--- src/rtl/result_unloader.sv ---
// Purpose : snapshots the nine 3x3 MAC accumulators on an unload_res rising edge and
//           streams the valid row_w x col_x results out row-major over valid/ready.
// Latency : first result valid the cycle after the capture edge; one transfer per cycle.
// Backpr. : o_data_out/o_out_idx/o_out_last hold while o_out_valid & ~i_out_ready.
//
// Ports:
//   clk, rst_n      clock, asynchronous active-low reset
//   i_unload_res    level from mem_bank; its rising edge starts a capture
//   i_mac_res       nine accumulators, slot k = r*3+c at [k*ACC_W +: ACC_W]
//   i_row_w/i_col_x result dimensions (0..3), sampled at capture
//   i_out_ready     downstream accepts the presented result
//   o_out_valid, o_data_out, o_out_idx, o_out_last   result stream
//   o_busy          snapshot held, stream in progress
//   o_done          one-cycle pulse after the last transfer (or an empty matrix)
//   o_overrun       sticky: capture edge seen while not idle
module result_unloader #(
    parameter int ACC_W = 10
) (
    input  logic               clk,
    input  logic               rst_n,
    input  logic               i_unload_res,
    input  logic [9*ACC_W-1:0] i_mac_res,
    input  logic [1:0]         i_row_w,
    input  logic [1:0]         i_col_x,
    input  logic               i_out_ready,
    output logic               o_out_valid,
    output logic [ACC_W-1:0]   o_data_out,
    output logic [3:0]         o_out_idx,
    output logic               o_out_last,
    output logic               o_busy,
    output logic               o_done,
    output logic               o_overrun
);

    typedef enum logic [1:0] {
        IDLE = 2'd0,
        SEND = 2'd1,
        FIN  = 2'd2
    } state_t;

    state_t            r_state;
    state_t            w_state_nxt;

    logic              r_unload_d;
    logic [ACC_W-1:0]  r_snap [9];
    logic [1:0]        r_rows;
    logic [1:0]        r_cols;
    logic [1:0]        r_row;
    logic [1:0]        r_col;
    logic              r_valid;
    logic [ACC_W-1:0]  r_data;
    logic [3:0]        r_idx;
    logic              r_last;
    logic              r_overrun;

    logic              w_cap;
    logic              w_xfer;
    logic              w_empty;
    logic              w_start;
    logic              w_advance;
    logic [1:0]        w_row_nxt;
    logic [1:0]        w_col_nxt;
    logic [3:0]        w_idx_nxt;
    logic              w_last_nxt;

    // Only a rising edge captures; a level held high never retriggers.
    assign w_cap   = i_unload_res & ~r_unload_d;
    assign w_xfer  = r_valid & i_out_ready;
    assign w_empty = (i_row_w == 2'd0) || (i_col_x == 2'd0);

    always_ff @(posedge clk or negedge rst_n) begin
        if (!rst_n) begin
            r_state <= IDLE;
        end else begin
            r_state <= w_state_nxt;
        end
    end

    always_comb begin
        w_state_nxt = r_state;
        w_start     = 1'b0;
        w_advance   = 1'b0;
        case (r_state)
            IDLE: begin
                if (w_cap) begin
                    if (w_empty) begin
                        w_state_nxt = FIN;
                    end else begin
                        w_state_nxt = SEND;
                        w_start     = 1'b1;
                    end
                end
            end
            SEND: begin
                if (w_xfer) begin
                    if (r_last) begin
                        w_state_nxt = FIN;
                    end else begin
                        w_advance = 1'b1;
                    end
                end
            end
            FIN:     w_state_nxt = IDLE;
            default: w_state_nxt = IDLE;
        endcase
    end

    // Row-major walk over the captured rows x cols window of the 3x3 grid.
    always_comb begin
        w_row_nxt = r_row;
        w_col_nxt = r_col + 2'd1;
        if (r_col == r_cols - 2'd1) begin
            w_col_nxt = 2'd0;
            w_row_nxt = r_row + 2'd1;
        end
        w_idx_nxt  = {2'b00, w_row_nxt} * 4'd3 + {2'b00, w_col_nxt};
        w_last_nxt = (w_row_nxt == r_rows - 2'd1) && (w_col_nxt == r_cols - 2'd1);
    end

    always_ff @(posedge clk or negedge rst_n) begin
        if (!rst_n) begin
            r_unload_d <= 1'b0;
            for (int k = 0; k < 9; k++) begin
                r_snap[k] <= '0;
            end
            r_rows    <= 2'd0;
            r_cols    <= 2'd0;
            r_row     <= 2'd0;
            r_col     <= 2'd0;
            r_valid   <= 1'b0;
            r_data    <= '0;
            r_idx     <= 4'd0;
            r_last    <= 1'b0;
            r_overrun <= 1'b0;
        end else begin
            r_unload_d <= i_unload_res;
            if (w_cap && (r_state != IDLE)) begin
                r_overrun <= 1'b1;
            end
            if (w_start) begin
                for (int k = 0; k < 9; k++) begin
                    r_snap[k] <= i_mac_res[k*ACC_W +: ACC_W];
                end
                r_rows  <= i_row_w;
                r_cols  <= i_col_x;
                r_row   <= 2'd0;
                r_col   <= 2'd0;
                r_valid <= 1'b1;
                // Slot 0 comes straight from the input: the snapshot loads this same edge.
                r_data  <= i_mac_res[ACC_W-1:0];
                r_idx   <= 4'd0;
                r_last  <= (i_row_w == 2'd1) && (i_col_x == 2'd1);
            end else if (w_advance) begin
                r_row  <= w_row_nxt;
                r_col  <= w_col_nxt;
                r_data <= r_snap[w_idx_nxt];
                r_idx  <= w_idx_nxt;
                r_last <= w_last_nxt;
            end else if (w_xfer) begin
                // Final element accepted: stream ends.
                r_valid <= 1'b0;
                r_last  <= 1'b0;
            end
        end
    end

    assign o_out_valid = r_valid;
    assign o_data_out  = r_data;
    assign o_out_idx   = r_idx;
    assign o_out_last  = r_last;
    assign o_busy      = (r_state == SEND);
    assign o_done      = (r_state == FIN);
    assign o_overrun   = r_overrun;

endmodule

--- config.mk ---
export PLATFORM = sky130hd
export DESIGN_NAME = result_unloader
export DESIGN_NICKNAME = d
export VERILOG_FILES = /design/src/rtl/result_unloader.sv
export SDC_FILE = /design/constraint.sdc
export NUM_CORES = 1
export LEC_CHECK = 0
export ABC_AREA = 1
export CORE_MARGIN = 3
export CORE_UTILIZATION = 51
export CTS_CLUSTER_SIZE = 8
export DETAILED_ROUTE_END_ITERATION = 16
export GPL_ROUTABILITY_DRIVEN = 0
export PLACE_DENSITY = 0.8
export SLEW_MARGIN = 20
export SYNTH_ARGS = -nofsm -noshare
export SYNTH_HDL_FRONTEND = slang
export SYNTH_SLANG_ARGS = --single-unit
export TNS_END_PERCENT = 5
--- constraint.sdc ---
create_clock -name clk -period 4 [get_ports clk]
set_clock_uncertainty 0.1 [all_clocks]
set_input_delay 0.6 -clock clk [delete_from_list [all_inputs] [get_ports clk]]
set_output_delay 0.6 -clock clk [all_outputs]
set_load 0.1 [all_outputs]
==> flow_summary.ini <==
[final_layout]
final_cell_count_no_fill = 968
final_area_um2 = 7420
syn_to_final_growth_pct = 32.1
nets = 921
drive_gt1_frac = 0.0649
diodes = 0

[critical_path]
end_kind = flop
reg2regPathDepth = 17
arrival_ns = 3.95
r2r-start = r_col[0]
start_kind = flop
crit_required_ns = 4.32
path_class = reg -> reg
cp_max_fo = 11
critPathLaunch = r_col[0]

[global_routing]
antenna_found_initial = 0
grtUsageMet1 = 0.340
grt_max_degree = 81
grt.overflow.total = 0
grt_usage = 0.259
grt_most_used_layer = met2
grt_pass1_wl_um = 25900
grt_use_met2 = 0.407
use_met3 = 0.0704
grt_pass1_vias = 5233

[sta]
setup_tns_ns = 0
finalMaxSlewViolations = 0
slew_headroom = 0.347
rsz0062_at_grt = false
tightest_slew_ns = 0.977
min_period_ns = 3.63
hold_viol_final = 0
setup_violations = 0
hold_ws_ns = 0.0157
period_share = 0.908
max_freq_ghz = 0.275

[detailed_routing]
antenna_left = 0
totalWireLength_um = 15400
drtIter0Drc = 438
drt_first_pass_iters = 5
via_per_inst = 5.39
wl_per_cell_um = 15.9
post-route-drc-count = 0
vias = 5220

[place]
dpl.cell_count = 935
port_buffers = 116
placedInstanceArea_um2 = 6830
place_hpwl_um = 10500

[floorplanning]
dieArea_um2 = 12300
ios = 117
die_w_um = 111
start_util = 0.535
num_rows = 37
die_h_um = 111
core_um2 = 10500

[synthesis]
synth_common_cells = nand2_1, dfrtp_1, o21ai_0
synth_flop_cell = dfrtp_1
syn_inst = 711
syn_nets = 813
synth_top_cell_by_area = dfrtp_1
yosys.area.top_type_share = 0.525
ys_seq_elements = 118
synth_area_leaders = dfrtp_1, nand2_1, o21ai_0, nand3_1, nor2_1
ys_seq_area_frac = 0.525
postSynth.asyncResetShare = 1.00
ys_types = 33
synth.cell_area_um2 = 5620
syn_area_per_cell_um2 = 7.90
synth_edf_count = 0
yosysWarnings = 0
yosysMostFrequentCell = nand2_1

[hold_path]
worstHoldPathType = in -> async

[cts]
clk_latency_ns = 0.53
htreeDepth = 4
cts_made_buffers = 17
clkSlewWorstSetupHoldPaths_ns = 0.06
clk_path_buf_depth = 2
cts_sinks = 118
ctsResizeCount = 0
cts_tree = built
root_buffer = clkbuf_8

[status]
status = finished clean

[flow_run]
maxCapViolations = 0
[area by class of cell]
class | count | area [um2]
Multi-Input combinational cell | 514 | 2310
Clock buffer | 22 | 453
Clock inverter | 10 | 128
Inverter | 42 | 163
Tap cell | 136 | 170
Fill cell | 799 | 3090
Timing Repair Buffer | 126 | 1250
Sequential cell | 118 | 2950
[worst max-delay path: stages (launching register included)]
cell      delay, ns
dfrtp_1        0.41
inv_1          0.10
nand2_1        0.11
nand2_1        0.13
nand3_2        0.13
nand2_1        0.10
nand2_1        0.14
fa_1           0.57
inv_1          0.06
ha_1           0.20
inv_1          0.06
fa_1           0.43
inv_1          0.37
o211ai_1       0.26
nand3_1        0.17
nand3_1        0.07
nand2_1        0.06
nand2_1        0.06
[worst paths after layout]
path	end	slack [ns]
max	o_data_out[2]	0.37
min	r_rows[1]	0.02
max reg2reg	o_data_out[2]	0.37
min reg2reg	r_snap[60]	0.37
max in group asynchronous	r_snap[56]	3.01
min in group clk	r_snap[60]	0.37
[flip-flops by register name, summed over array words and instances (netlist names), 2 cells and up]
| signal | flops |
|---|---|
| r_state | 2 |
| r_snap | 90 |
| r_cols | 2 |
| o_data_out | 10 |
| r_row | 2 |
| r_rows | 2 |
| o_out_idx | 4 |
| r_col | 2 |
[cells by family after synthesis]
kind of cell / Yosys count / share of synthesized area
and+or+nand+nor: 404 / 0.291
DFF: 118 / 0.525
AOI/OAI and AO/OA: 103 / 0.104
buffers and inverters: 79 / 0.0635
adders and majority gates: 4 / 0.0116
xor gates and xnor gates: 3 / 0.00468
[cell usage in the layout (no fill, tap or decap)]
cell and n:
inv_2 3, inv_1 36, clkinv_2 6, a31oi_1 2, bufinv_16 3, dfrtp_1 118, nand2_1 307, nor2_1 45
o2111a_1 1, clkdlybuf4s50_1 115, nor2_4 2, clkbuf_1 3, clkinvlp_4 1, clkinv_1 1, o21bai_1 1, buf_12 1
clkbuf_8 3, nand3_1 42, xnor2_1 2, buf_4 10, o22ai_1 4, ha_1 2, nor2_2 2, nor4_4 1
nand3_4 1, fa_1 2, a21oi_1 14, inv_4 2, nand3_2 1, nand2_2 2, xor2_1 1, o221ai_1 2
nand4_1 1, o21ai_0 51, clkbuf_16 16, o211ai_1 18, o21ai_1 10
[metal layers]
layer / vias to the layer above / wire [um]
met5: - / 0
met4: 0 / 386
met3: 34 / 1230
met2: 262 / 7250
met1: 2441 / 6540
li1: 2483 / -
[repair_timing]
item	in CTS	in global routing
endpoints found under the setup margin	0	10
hold buffers	0	0
buffers inserted	0	1
hold endpoints to repair	0	0
[stage by stage]
step,setup WS [ns],util
finish,0.369,0.706
global route,0.140,0.706
CTS,0.212,0.706
detailed placement,0.295,0.650
global placement,0.553,0.650
floorplan,0.876,-
Power is not shown: default switching activity piles up to over one toggle a cycle in this logic, so the estimate is an artifact.
